File: config.mk
export PLATFORM = sky130hd
export DESIGN_NAME = mem_arbiter
export DESIGN_NICKNAME = d
export VERILOG_FILES = /design/src/rtl/mem_arbiter.sv
export SDC_FILE = /design/constraint.sdc
export NUM_CORES = 1
export LEC_CHECK = 0
export CORE_MARGIN = 2
export CORE_UTILIZATION = 45
export DETAILED_ROUTE_END_ITERATION = 16
export PLACE_DENSITY = 0.85
export REMOVE_ABC_BUFFERS = 1
export SETUP_SLACK_MARGIN = 0.2
export SLEW_MARGIN = 20
export SYNTH_ARGS = -nofsm -noshare
export SYNTH_HDL_FRONTEND = slang
export SYNTH_SLANG_ARGS = --single-unit
File: constraint.sdc
create_clock -name ph1 -period 4.04 [get_ports ph1]
set_input_delay 1.212 -clock ph1 [delete_from_list [all_inputs] [get_ports ph1]]
set_output_delay 1.212 -clock ph1 [all_outputs]
set_load 0.01 [all_outputs]
File: src/rtl/mem_arbiter.sv
// Two-requester (CPU / DMA) arbiter for a single-port byte memory.
// Round-robin grant, fixed WAIT-state access, one-cycle ack per transaction.
module mem_arbiter #(
  parameter int ADDR_W = 8,
  parameter int WAIT   = 1
) (
  input  logic              ph1,
  input  logic              reset,

  input  logic              cpu_req,
  input  logic              cpu_we,
  input  logic [ADDR_W-1:0] cpu_addr,
  input  logic [7:0]        cpu_wdata,
  output logic [7:0]        cpu_rdata,
  output logic              cpu_ack,

  input  logic              dma_req,
  input  logic              dma_we,
  input  logic [ADDR_W-1:0] dma_addr,
  input  logic [7:0]        dma_wdata,
  output logic [7:0]        dma_rdata,
  output logic              dma_ack,

  output logic [ADDR_W-1:0] mem_addr,
  output logic [7:0]        mem_wdata,
  input  logic [7:0]        mem_rdata,
  output logic              mem_read,
  output logic              mem_write,

  output logic              busy,
  output logic              owner
);

  typedef enum logic [1:0] {
    IDLE   = 2'd0,
    ACCESS = 2'd1,
    ACK    = 2'd2
  } state_t;

  localparam logic [3:0] WAIT_LOAD = 4'(WAIT);

  state_t     state;
  state_t     state_next;
  logic [3:0] wait_cnt;
  logic       lat_we;
  logic       any_req;
  logic       grant_dma;
  logic       last_cycle;

  // DMA wins only when alone or when the CPU was the most recent grantee.
  assign any_req    = cpu_req | dma_req;
  assign grant_dma  = dma_req & (~cpu_req | ~owner);
  assign last_cycle = (wait_cnt == 4'd0);

  always_ff @(posedge ph1) begin
    if (reset) begin
      state <= IDLE;
    end else begin
      state <= state_next;
    end
  end

  always_comb begin
    state_next = state;
    busy       = 1'b0;
    mem_read   = 1'b0;
    mem_write  = 1'b0;
    cpu_ack    = 1'b0;
    dma_ack    = 1'b0;
    case (state)
      IDLE: begin
        if (any_req) begin
          state_next = ACCESS;
        end
      end
      ACCESS: begin
        busy      = 1'b1;
        mem_read  = ~lat_we;
        mem_write = lat_we & last_cycle;
        if (last_cycle) begin
          state_next = ACK;
        end
      end
      ACK: begin
        busy       = 1'b1;
        cpu_ack    = ~owner;
        dma_ack    = owner;
        state_next = IDLE;
      end
      default: begin
        state_next = IDLE;
      end
    endcase
  end

  // The memory address/data registers double as the latched request, so they
  // naturally hold their value through ACK and the following IDLE.
  always_ff @(posedge ph1) begin
    if (reset) begin
      wait_cnt  <= 4'd0;
      lat_we    <= 1'b0;
      owner     <= 1'b1;
      mem_addr  <= '0;
      mem_wdata <= 8'h00;
      cpu_rdata <= 8'h00;
      dma_rdata <= 8'h00;
    end else begin
      case (state)
        IDLE: begin
          if (any_req) begin
            owner     <= grant_dma;
            wait_cnt  <= WAIT_LOAD;
            lat_we    <= grant_dma ? dma_we    : cpu_we;
            mem_addr  <= grant_dma ? dma_addr  : cpu_addr;
            mem_wdata <= grant_dma ? dma_wdata : cpu_wdata;
          end
        end
        ACCESS: begin
          if (last_cycle) begin
            if (!lat_we) begin
              if (owner) begin
                dma_rdata <= mem_rdata;
              end else begin
                cpu_rdata <= mem_rdata;
              end
            end
          end else begin
            wait_cnt <= wait_cnt - 4'd1;
          end
        end
        default: begin
        end
      endcase
    end
  end

endmodule

==> results of run 1 <==
## layer usage
| metal | vias to the layer above | part of all wire, % | global-route usage [%] |
|---|---|---|---|
| met5 | - | 0 | 0 |
| met4 | 0 | 1.6 | 7.69 |
| met3 | 5 | 12 | 9.45 |
| met2 | 70 | 47 | 30.8 |
| met1 | 722 | 40 | 22.5 |
| li1 | 858 | - | - |
## through the flow
stage,setup WS (ns),instances
finish,0.528,330
global route,0.442,330
CTS,0.557,330
detailed placement,0.875,322
global placement,0.988,322
floorplan,1.09,185
## cell usage in the layout (no fill, tap or decap), drive strengths merged, types with 2 or more instances in the layout
cell           synthesis  final
a211oi                17     17
a21oi                  3      3
a31oi                  4      4
and3                   2      2
buf                    6      5
clkbuf                 9      8
clkdlybuf4s50          0     82
dfxtp                 40     40
ha                     6      6
inv                    5      5
mux2i                 34     34
nand2b                29     29
nand3b                 2      2
nand4                  2      2
nor2                  20     20
nor2b                  3      3
nor3                   2      2
nor3b                  3      3
or3b                   2      2
## registers in the layout, summed over array words and instances (netlist names)
signal / flops
mem_wdata: 8
cpu_rdata: 8
dma_rdata: 8
state: 2
lat_we: 1
owner: 1
mem_addr: 8
wait_cnt: 4
## worst min-delay path by stage
stage	from	to	slack (ns)	depth (start not counted)
floorplan	state[0]	state[0]	0.47	2
global placement	dma_rdata[2]	dma_rdata[2]	0.46	2
detailed placement	cpu_rdata[4]	cpu_rdata[4]	0.46	2
CTS	dma_rdata[5]	dma_rdata[5]	0.48	2
global route	cpu_rdata[5]	cpu_rdata[5]	0.49	2
finish	cpu_rdata[6]	cpu_rdata[6]	0.48	2
## power breakdown
group	total, W	leakage (nW)	internal, W	switching, W
clock network	0.000268	0.0455	0.000139	0.000129
logic	0.000758	0.749	0.000394	0.000364
registers	0.000573	0.328	0.000502	0.0000706
total	0.00160	1.12	0.00104	0.000563
## cells by family (layout without fill, tap and decap cells)
group	count (synthesis)	in the layout	synth area share, %
AO/OA/AOI/OAI	31	31	11.5
adder cells (fa/ha/maj)	6	6	3.86
flip-flops	40	40	41.2
buffers and inverters	20	100	5.02
multiplexers	34	34	17.5
AND/OR/NAND/NOR	69	69	20.9
## critical path, stage by stage (launching register included)
cell             delay, ns
dfxtp_1               0.34
inv_1                 0.10
ha_1                  0.20
nor3b_1               0.59
and3_1                0.26
clkdlybuf4s50_1       0.53
## area by class of cell
cell class                      count  area [µm²]  area share (%)
Inverter                            5        18.8           0.652
Clock buffer                        8        90.1            3.13
Timing Repair Buffer               87         856            29.7
Multi-Input combinational cell    140        1050            36.5
Tap cell                           50        62.6            2.17
Sequential cell                    40         801            27.8
## Yosys cell counts
| cell | number |
|---|---|
| nor2b_1 | 3 |
| buf_2 | 3 |
| a21boi_1 | 1 |
| clkbuf_1 | 9 |
| nor3b_1 | 2 |
| o211a_1 | 1 |
| and4bb_2 | 1 |
| nand3_1 | 1 |
| or2_2 | 1 |
| nand2b_1 | 29 |
| nand3b_1 | 2 |
| or3b_1 | 1 |
| nor2_1 | 20 |
| or3b_2 | 1 |
| nor3_1 | 2 |
| buf_4 | 1 |
| a31oi_1 | 4 |
| a211oi_1 | 17 |
| o21ai_0 | 1 |
| o21a_1 | 1 |
| a311oi_1 | 1 |
| ha_1 | 6 |
| o32ai_1 | 1 |
| mux2i_1 | 34 |
| a21oi_1 | 3 |
| nor3b_4 | 1 |
| a41oi_1 | 1 |
| and3_1 | 2 |
| buf_6 | 2 |
| nand4_1 | 2 |
| and2_1 | 1 |
| dfxtp_1 | 40 |
| inv_1 | 5 |
==> impl_metrics.csv, run 1 <==
group,metric,value,unit
outcome,status,"finished clean",
timing,relSlewSlack,54.5,%
power,irDropWorstVdd,0.396,mV
detailed_routing,drtAntennaViolNets,0,
setup_path,critical_path.endpoint_type,"output pin",
timing,worst_pin_slew,0.682,ns
clock_tree,post_cts_resized,0,
timing,hold_viol_final,0,
detailed_routing,wire_per_inst,13.4,µm
setup_path,reg2reg_slack,2.06,ns
worst_hold_path,hp-class,"flop to flop",
clock_tree,cts_setup_buffers,0,
place,dpl_cell_area,2790,µm²
timing,finalCritPeriodShare,86.9,%
die,die-area,4860,µm²
yosys,yosys-top-cells-area,"dfxtp_1 41%, mux2i_1 18%, nand2b_1 9.3%",
setup_path,regToRegEndpoint,"dma_rdata[3]",
yosys,synthesis.area,1940,µm²
die,start_util,47.6,%
detailed_routing,drcViolationCount,0,
clock_tree,cts.path.max_buffers,2,
yosys,yosys.area.top_type,"dfxtp_1",
cells_and_area,final_nets,331,
place,place_hpwl,3430,µm
timing,maxSlewViolCount,0,
power,finalPower,0.00160,W
setup_path,cp.arrival,2.30,ns
timing,tns,0,ns
cells_and_area,final_layout_size_suffix_gt1_share,5.71,%
yosys,synth_cell_types,33,
flow_run,drv_cap,0,
global_routing,grt_pass1_wl,7560,µm
setup_path,startpoint_type,"flop",
detailed_routing,vias,1655,
power,leakage,1.12,nW
cells_and_area,fillCellCount,329,
clock_tree,cts_tree,"yes",
die,chipWidth,69.7,µm
die,coreArea,4090,µm²
die,rows,23,
timing,final.setup_skew,0.00331,ns
setup_path,path_class,"flop to output pin",
timing,fin_hold_ws,0.475,ns
detailed_routing,dr.pass1.iters,4,
timing,max_freq,285,MHz
yosys,synth_cells,200,
yosys,synth-seq-cells,40,
global_routing,grt_max_degree,40,
yosys,yosysSeqAreaShare,41.2,%
setup_path,regToRegStartpoint,"wait_cnt[0]",
global_routing,grt.overflow.total,0,
detailed_routing,wirelength,4420,µm
global_routing,grt_pass1_vias,1641,
place,port_buffers,83,
cells_and_area,synthToLayoutAreaGrowth,48.0,%
yosys,yosysWarnings,0,
setup_path,cp_data_required_time,2.83,ns
global_routing,antenna_found_initial,0,
power,p_per_area,556,nW/µm²
yosys,postSynthAreaPerCell,9.72,µm²
setup_path,startpoint,"wait_cnt[0]",
detailed_routing,viasPerCell,5.02,
clock_tree,cts_root_buf,"clkbuf_8",
global_routing,grt_use_total,19.4,%
timing,period_needed,3.51,ns
die,pin_count,84,
cells_and_area,postLayoutCellArea,2880,µm²
cells_and_area,finish.utilization,70.4,%
clock_tree,cts_buffers,5,
setup_path,r2r_cells,5,
clock_tree,cts_sinks,40,
timing,setup_viol,0,
clock_tree,holdBufCountCts,0,
setup_path,crit_fanout,6,
detailed_routing,drt_iter0_drc,80,
cells_and_area,num_antenna_cells,0,
die,die_y,69.7,µm
clock_tree,path_clk_slew,0.07,ns
setup_path,critPathCapture,"mem_write",
clock_tree,cts_max_level,2,
clock_tree,clkLatencyLatePin,0.28,ns
yosys,synth_top_cell_area_share,41.2,%
timing,rsz0062_at_grt,"false",
place,gp_congestion,0.831,
Note: power is estimated with default switching activity, not from simulation.
==> inputs of run 2 (changes only) <==
CORE_MARGIN = not set   (was 2)
CTS_CLUSTER_DIAMETER = 120   (was not set)
==> impl_metrics.csv, run 2 (synthesized netlist as in run 1, its figures left out) <==
group,metric,value,unit
timing,setup_ws,0.735,ns
clock_tree,cts_max_level,2,
power,p_per_area,576,nW/µm²
worst_hold_path,worstHoldPathCells,2,
setup_path,critical_path.endpoint_type,"output pin",
clock_tree,cts_tree,"yes",
setup_path,cp_data_required_time,2.83,ns
setup_path,r2r_cells,5,
clock_tree,cts.path.max_buffers,2,
clock_tree,cts_setup_buffers,0,
cells_and_area,final_layout_size_suffix_gt1_share,6.07,%
worst_hold_path,hp-class,"flop to flop",
clock_tree,post_cts_resized,0,
clock_tree,clkLatencyLatePin,0.29,ns
place,post-place-ws,1.08,ns
global_routing,grt.overflow.total,0,
global_routing,grt_pass1_wl,7150,µm
place,place_hpwl,3240,µm
clock_tree,path_clk_slew,0.08,ns
timing,fin_hold_ws,0.480,ns
detailed_routing,drt_iter0_drc,100,
setup_path,reg2reg_slack,2.06,ns
detailed_routing,vias,1690,
timing,rsz0062_at_grt,"false",
global_routing,grt_max_degree,51,
power,irDropWorstVdd,0.359,mV
timing,setup_viol,0,
timing,maxSlewViolCount,0,
clock_tree,cts_buffers,5,
setup_path,regToRegStartpoint,"state[1]",
die,start_util,47.6,%
setup_path,crit_fanout,12,
detailed_routing,dr.pass1.iters,4,
timing,tns,0,ns
worst_hold_path,min-delay-start,"dma_rdata[1]",
clock_tree,holdBufCountCts,0,
setup_path,startpoint_type,"flop",
cells_and_area,num_antenna_cells,0,
power,finalPower,0.00167,W
global_routing,grt_pass1_vias,1589,
clock_tree,cts_sinks,40,
detailed_routing,wirelength,4450,µm
clock_tree,cts_root_buf,"clkbuf_8",
die,die-area,4590,µm²
detailed_routing,viasPerCell,5.12,
die,chipWidth,67.7,µm
timing,final.setup_skew,0.00855,ns
detailed_routing,drtAntennaViolNets,0,
die,pin_count,84,
die,rows,23,
timing,finalCritPeriodShare,81.8,%
timing,max_freq,303,MHz
detailed_routing,drcViolationCount,0,
place,dp_cells,322,
timing,worst_pin_slew,0.499,ns
cells_and_area,layout_common_cells,"83 x clkdlybuf4s50_1, 40 x dfxtp_1, 34 x mux2i_1",
timing,period_needed,3.30,ns
cells_and_area,final_nets,331,
detailed_routing,wire_per_inst,13.5,µm
outcome,status,"finished clean",
setup_path,cp.arrival,2.09,ns
timing,hold_viol_final,0,
cells_and_area,final_common_cell,"clkdlybuf4s50_1",
cells_and_area,final_cell_count_no_fill,330,
worst_hold_path,hold_end,"dma_rdata[1]",
place,port_buffers,83,
global_routing,antenna_found_initial,0,
die,coreArea,4090,µm²
setup_path,path_class,"flop to output pin",
power,leakage,1.13,nW
place,gp_congestion,0.873,
timing,relSlewSlack,66.7,%
flow_run,drv_cap,0,
die,die_y,67.7,µm
setup_path,regToRegEndpoint,"cpu_rdata[3]",
global_routing,grt_use_total,21.1,%
cells_and_area,synthToLayoutAreaGrowth,49.4,%
run 2: cell count changes in the layout (fill, tap and decap cells not counted), sizes merged:
cell / previous run / this run
clkinvlp: 0 / 1
clkbuf: 8 / 5
buf: 5 / 4
bufinv: 0 / 1
clkinv: 0 / 1
clkdlybuf4s50: 82 / 83
run 2: how the worst max path moves through the flow:
stage,start,to,slack [ns],depth (start not counted)
after global placement,state[1],mem_read,1.16,4
after floorplan,dma_req,lat_we,1.09,3
final,state[1],mem_read,0.74,4
after global routing,state[1],mem_read,0.62,4
after detailed placement,state[1],mem_read,1.08,4
after CTS,state[1],mem_read,0.75,4
run 2: cell type report:
class / count / area (µm²)
Sequential cell: 40 / 801
Fill cell: 335 / 1180
Clock inverter: 3 / 42.5
Timing Repair Buffer: 87 / 861
Tap cell: 50 / 62.6
Inverter: 5 / 18.8
Multi-Input combinational cell: 140 / 1050
Clock buffer: 5 / 68.8
run 2: report_power, final:
group | leakage, nW | total, W | switching (W) | internal (W)
sequential | 0.328 | 0.000572 | 0.0000705 | 0.000502
clock | 0.0541 | 0.000328 | 0.000145 | 0.000183
combinational | 0.748 | 0.000771 | 0.000368 | 0.000403
total | 1.13 | 0.00167 | 0.000583 | 0.00109
run 2: worst max-delay path, cell delays in order, from the launching register on:
cell and delay (ns):
dfxtp_1 0.33, inv_1 0.10, ha_1 0.41, nor2b_1 0.36, clkdlybuf4s50_1 0.60
run 2: through the flow:
stage                     utilization (%)  instance area (µm²)
after global placement               68.3                 2790
final                                71.1                 2900
after CTS                            71.1                 2900
after global routing                 71.1                 2900
after floorplan                         -                 1870
after detailed placement             68.3                 2790
run 2: metal layers:
metal  vias up  GRT usage (%)  wire length, µm
met5         -              0                0
met2        70           33.8             2080
met3         7           7.60              418
met1       754           25.3             1890
met4         0           8.78               67
li1        859              -                -
==> inputs of run 3 (changes only) <==
CORE_UTILIZATION = 42   (was 45)
PLACE_DENSITY = 0.8   (was 0.85)
clock period = 3.2 ns   (was 4.04 ns; I/O delays follow)
==> impl_metrics.csv, run 3 (synthesized netlist as in run 1, its figures left out) <==
group,metric,value,unit
timing,relSlewSlack,70.9,%
cells_and_area,num_antenna_cells,0,
timing,tns,0,ns
detailed_routing,dr_wl_met3,329,µm
die,coreArea,4410,µm²
detailed_routing,wire_per_inst,12.9,µm
die,start_util,44.0,%
die,pin_count,84,
cells_and_area,final_nets,331,
detailed_routing,top_layer_used,"met4",
detailed_routing,viasPerCell,5.11,
clock_tree,cts_tree,"yes",
detailed_routing,wirelength,4270,µm
detailed_routing,wl_met2,1950,µm
timing,period_needed,2.90,ns
place,dpl_cell_area,2800,µm²
power,irDropWorstVdd,0.338,mV
cells_and_area,postLayoutCellArea,2890,µm²
clock_tree,cts_sinks,40,
detailed_routing,vias,1698,
clock_tree,cts.path.max_buffers,2,
setup_path,cp_slowest_cell,"clkdlybuf4s50_1",
setup_path,crit_family,"buffers and inverters",
place,gp_congestion,0.815,
power,leakage,1.12,nW
clock_tree,cts_max_level,2,
cells_and_area,final_common_cell,"clkdlybuf4s50_1",
die,die_y,70.0,µm
setup_path,cp_data_required_time,2.24,ns
timing,setup_viol,0,
flow_run,drv_cap,0,
die,chipWidth,70.0,µm
global_routing,grt_max_degree,51,
timing,final.setup_skew,0.00381,ns
cells_and_area,final_layout_size_suffix_gt1_share,6.43,%
global_routing,grt_pass1_vias,1629,
setup_path,path_class,"flop to output pin",
worst_hold_path,hp-class,"flop to flop",
global_routing,grt_pass1_wl,7130,µm
setup_path,critical_path.endpoint_type,"output pin",
die,rows,24,
setup_path,crit_fanout,4,
global_routing,grt.overflow.total,0,
global_routing,antenna_found_initial,0,
timing,setup_ws,0.304,ns
clock_tree,holdBufCountCts,0,
cells_and_area,synthToLayoutAreaGrowth,48.8,%
setup_path,startpoint_type,"flop",
clock_tree,path_clk_slew,0.08,ns
timing,rsz0062_at_grt,"false",
timing,worst_pin_slew,0.437,ns
timing,finalCritPeriodShare,90.5,%
place,port_buffers,83,
clock_tree,cts_setup_buffers,0,
timing,max_freq,345,MHz
clock_tree,cts_root_buf,"clkbuf_8",
cells_and_area,layout_common_cells,"83 x clkdlybuf4s50_1, 40 x dfxtp_1, 34 x mux2i_1",
timing,hold_viol_final,0,
power,p_per_area,710,nW/µm²
detailed_routing,drt_iter0_drc,32,
outcome,status,"finished clean",
detailed_routing,drcViolationCount,0,
cells_and_area,finish.utilization,65.6,%
global_routing,grt_use_total,18.5,%
setup_path,path_cells,"inv_1 -> ha_1 -> nor3b_1 -> and3_1 -> clkdlybuf4s50_1",
setup_path,cp_slowest_stage_delay,0.53,ns
place,place_hpwl,3080,µm
die,die-area,4910,µm²
detailed_routing,drtAntennaViolNets,0,
clock_tree,cts_buffers,5,
clock_tree,clkLatencyLatePin,0.30,ns
setup_path,path_buf_inv,2,
place,post-place-ws,0.511,ns
detailed_routing,dr.pass1.iters,4,
setup_path,cp.arrival,1.94,ns
detailed_routing,wl_met1,1880,µm
cells_and_area,fillCellCount,374,
timing,maxSlewViolCount,0,
## run 3: cell count changes in the layout (fill, tap and decap cells not counted), sizes merged
| cell | previous run | this run |
|---|---|---|
| clkbuf | 5 | 7 |
| clkinv | 1 | 0 |
| bufinv | 1 | 0 |
## run 3: final cells by class
type / count / area, µm² / share of cell area, %
clock buffers: 7 / 86.3 / 2.98
clock inverters: 1 / 7.51 / 0.259
inverters: 5 / 18.8 / 0.649
multi-input cells: 140 / 1050 / 36.4
flip-flops and latches: 40 / 801 / 27.7
well taps: 52 / 65.1 / 2.25
repair buffers: 87 / 861 / 29.7
## run 3: tightest hold or removal path: stages (launching register included)
cell      delay (ns)
dfxtp_1         0.31
nand2b_1        0.06
mux2i_1         0.06
## run 3: worst paths after layout
path,start,to,slack [ns],cells past startpoint
worst min-delay path,cpu_rdata[2],cpu_rdata[2],0.48,2
worst max-delay path,wait_cnt[0],mem_write,0.30,5
worst min register to register,cpu_rdata[2],cpu_rdata[2],0.48,2
worst max register to register,wait_cnt[0],cpu_rdata[5],1.36,5
## run 3: per-layer routing
layer / GRT usage (%) / vias up
met5: 0 / -
li1: - / 861
met1: 20.4 / 762
met3: 6.49 / 10
met2: 30.6 / 65
met4: 10.7 / 0
## run 3: timing repair
item / in CTS / in global routing
gates cloned: 0 / 0
endpoints found under the setup margin: 1 / 1
resized for setup: 1 / 1
## run 3: power by group
group	internal, W	leakage, nW	switching [W]
clock network	0.000175	0.0445	0.000179
logic	0.000513	0.748	0.000460
registers	0.000634	0.328	0.0000935
total	0.00132	1.12	0.000732
## run 3: metrics by stage
stage / hold slack, ns / total power [W] / instances
after floorplan: 0.465 / 0.00126 / 185
after global placement: 0.460 / 0.00168 / 324
after detailed placement: 0.468 / 0.00170 / 324
after CTS: 0.481 / 0.00206 / 332
after global routing: 0.493 / 0.00219 / 332
final: 0.476 / 0.00205 / 332
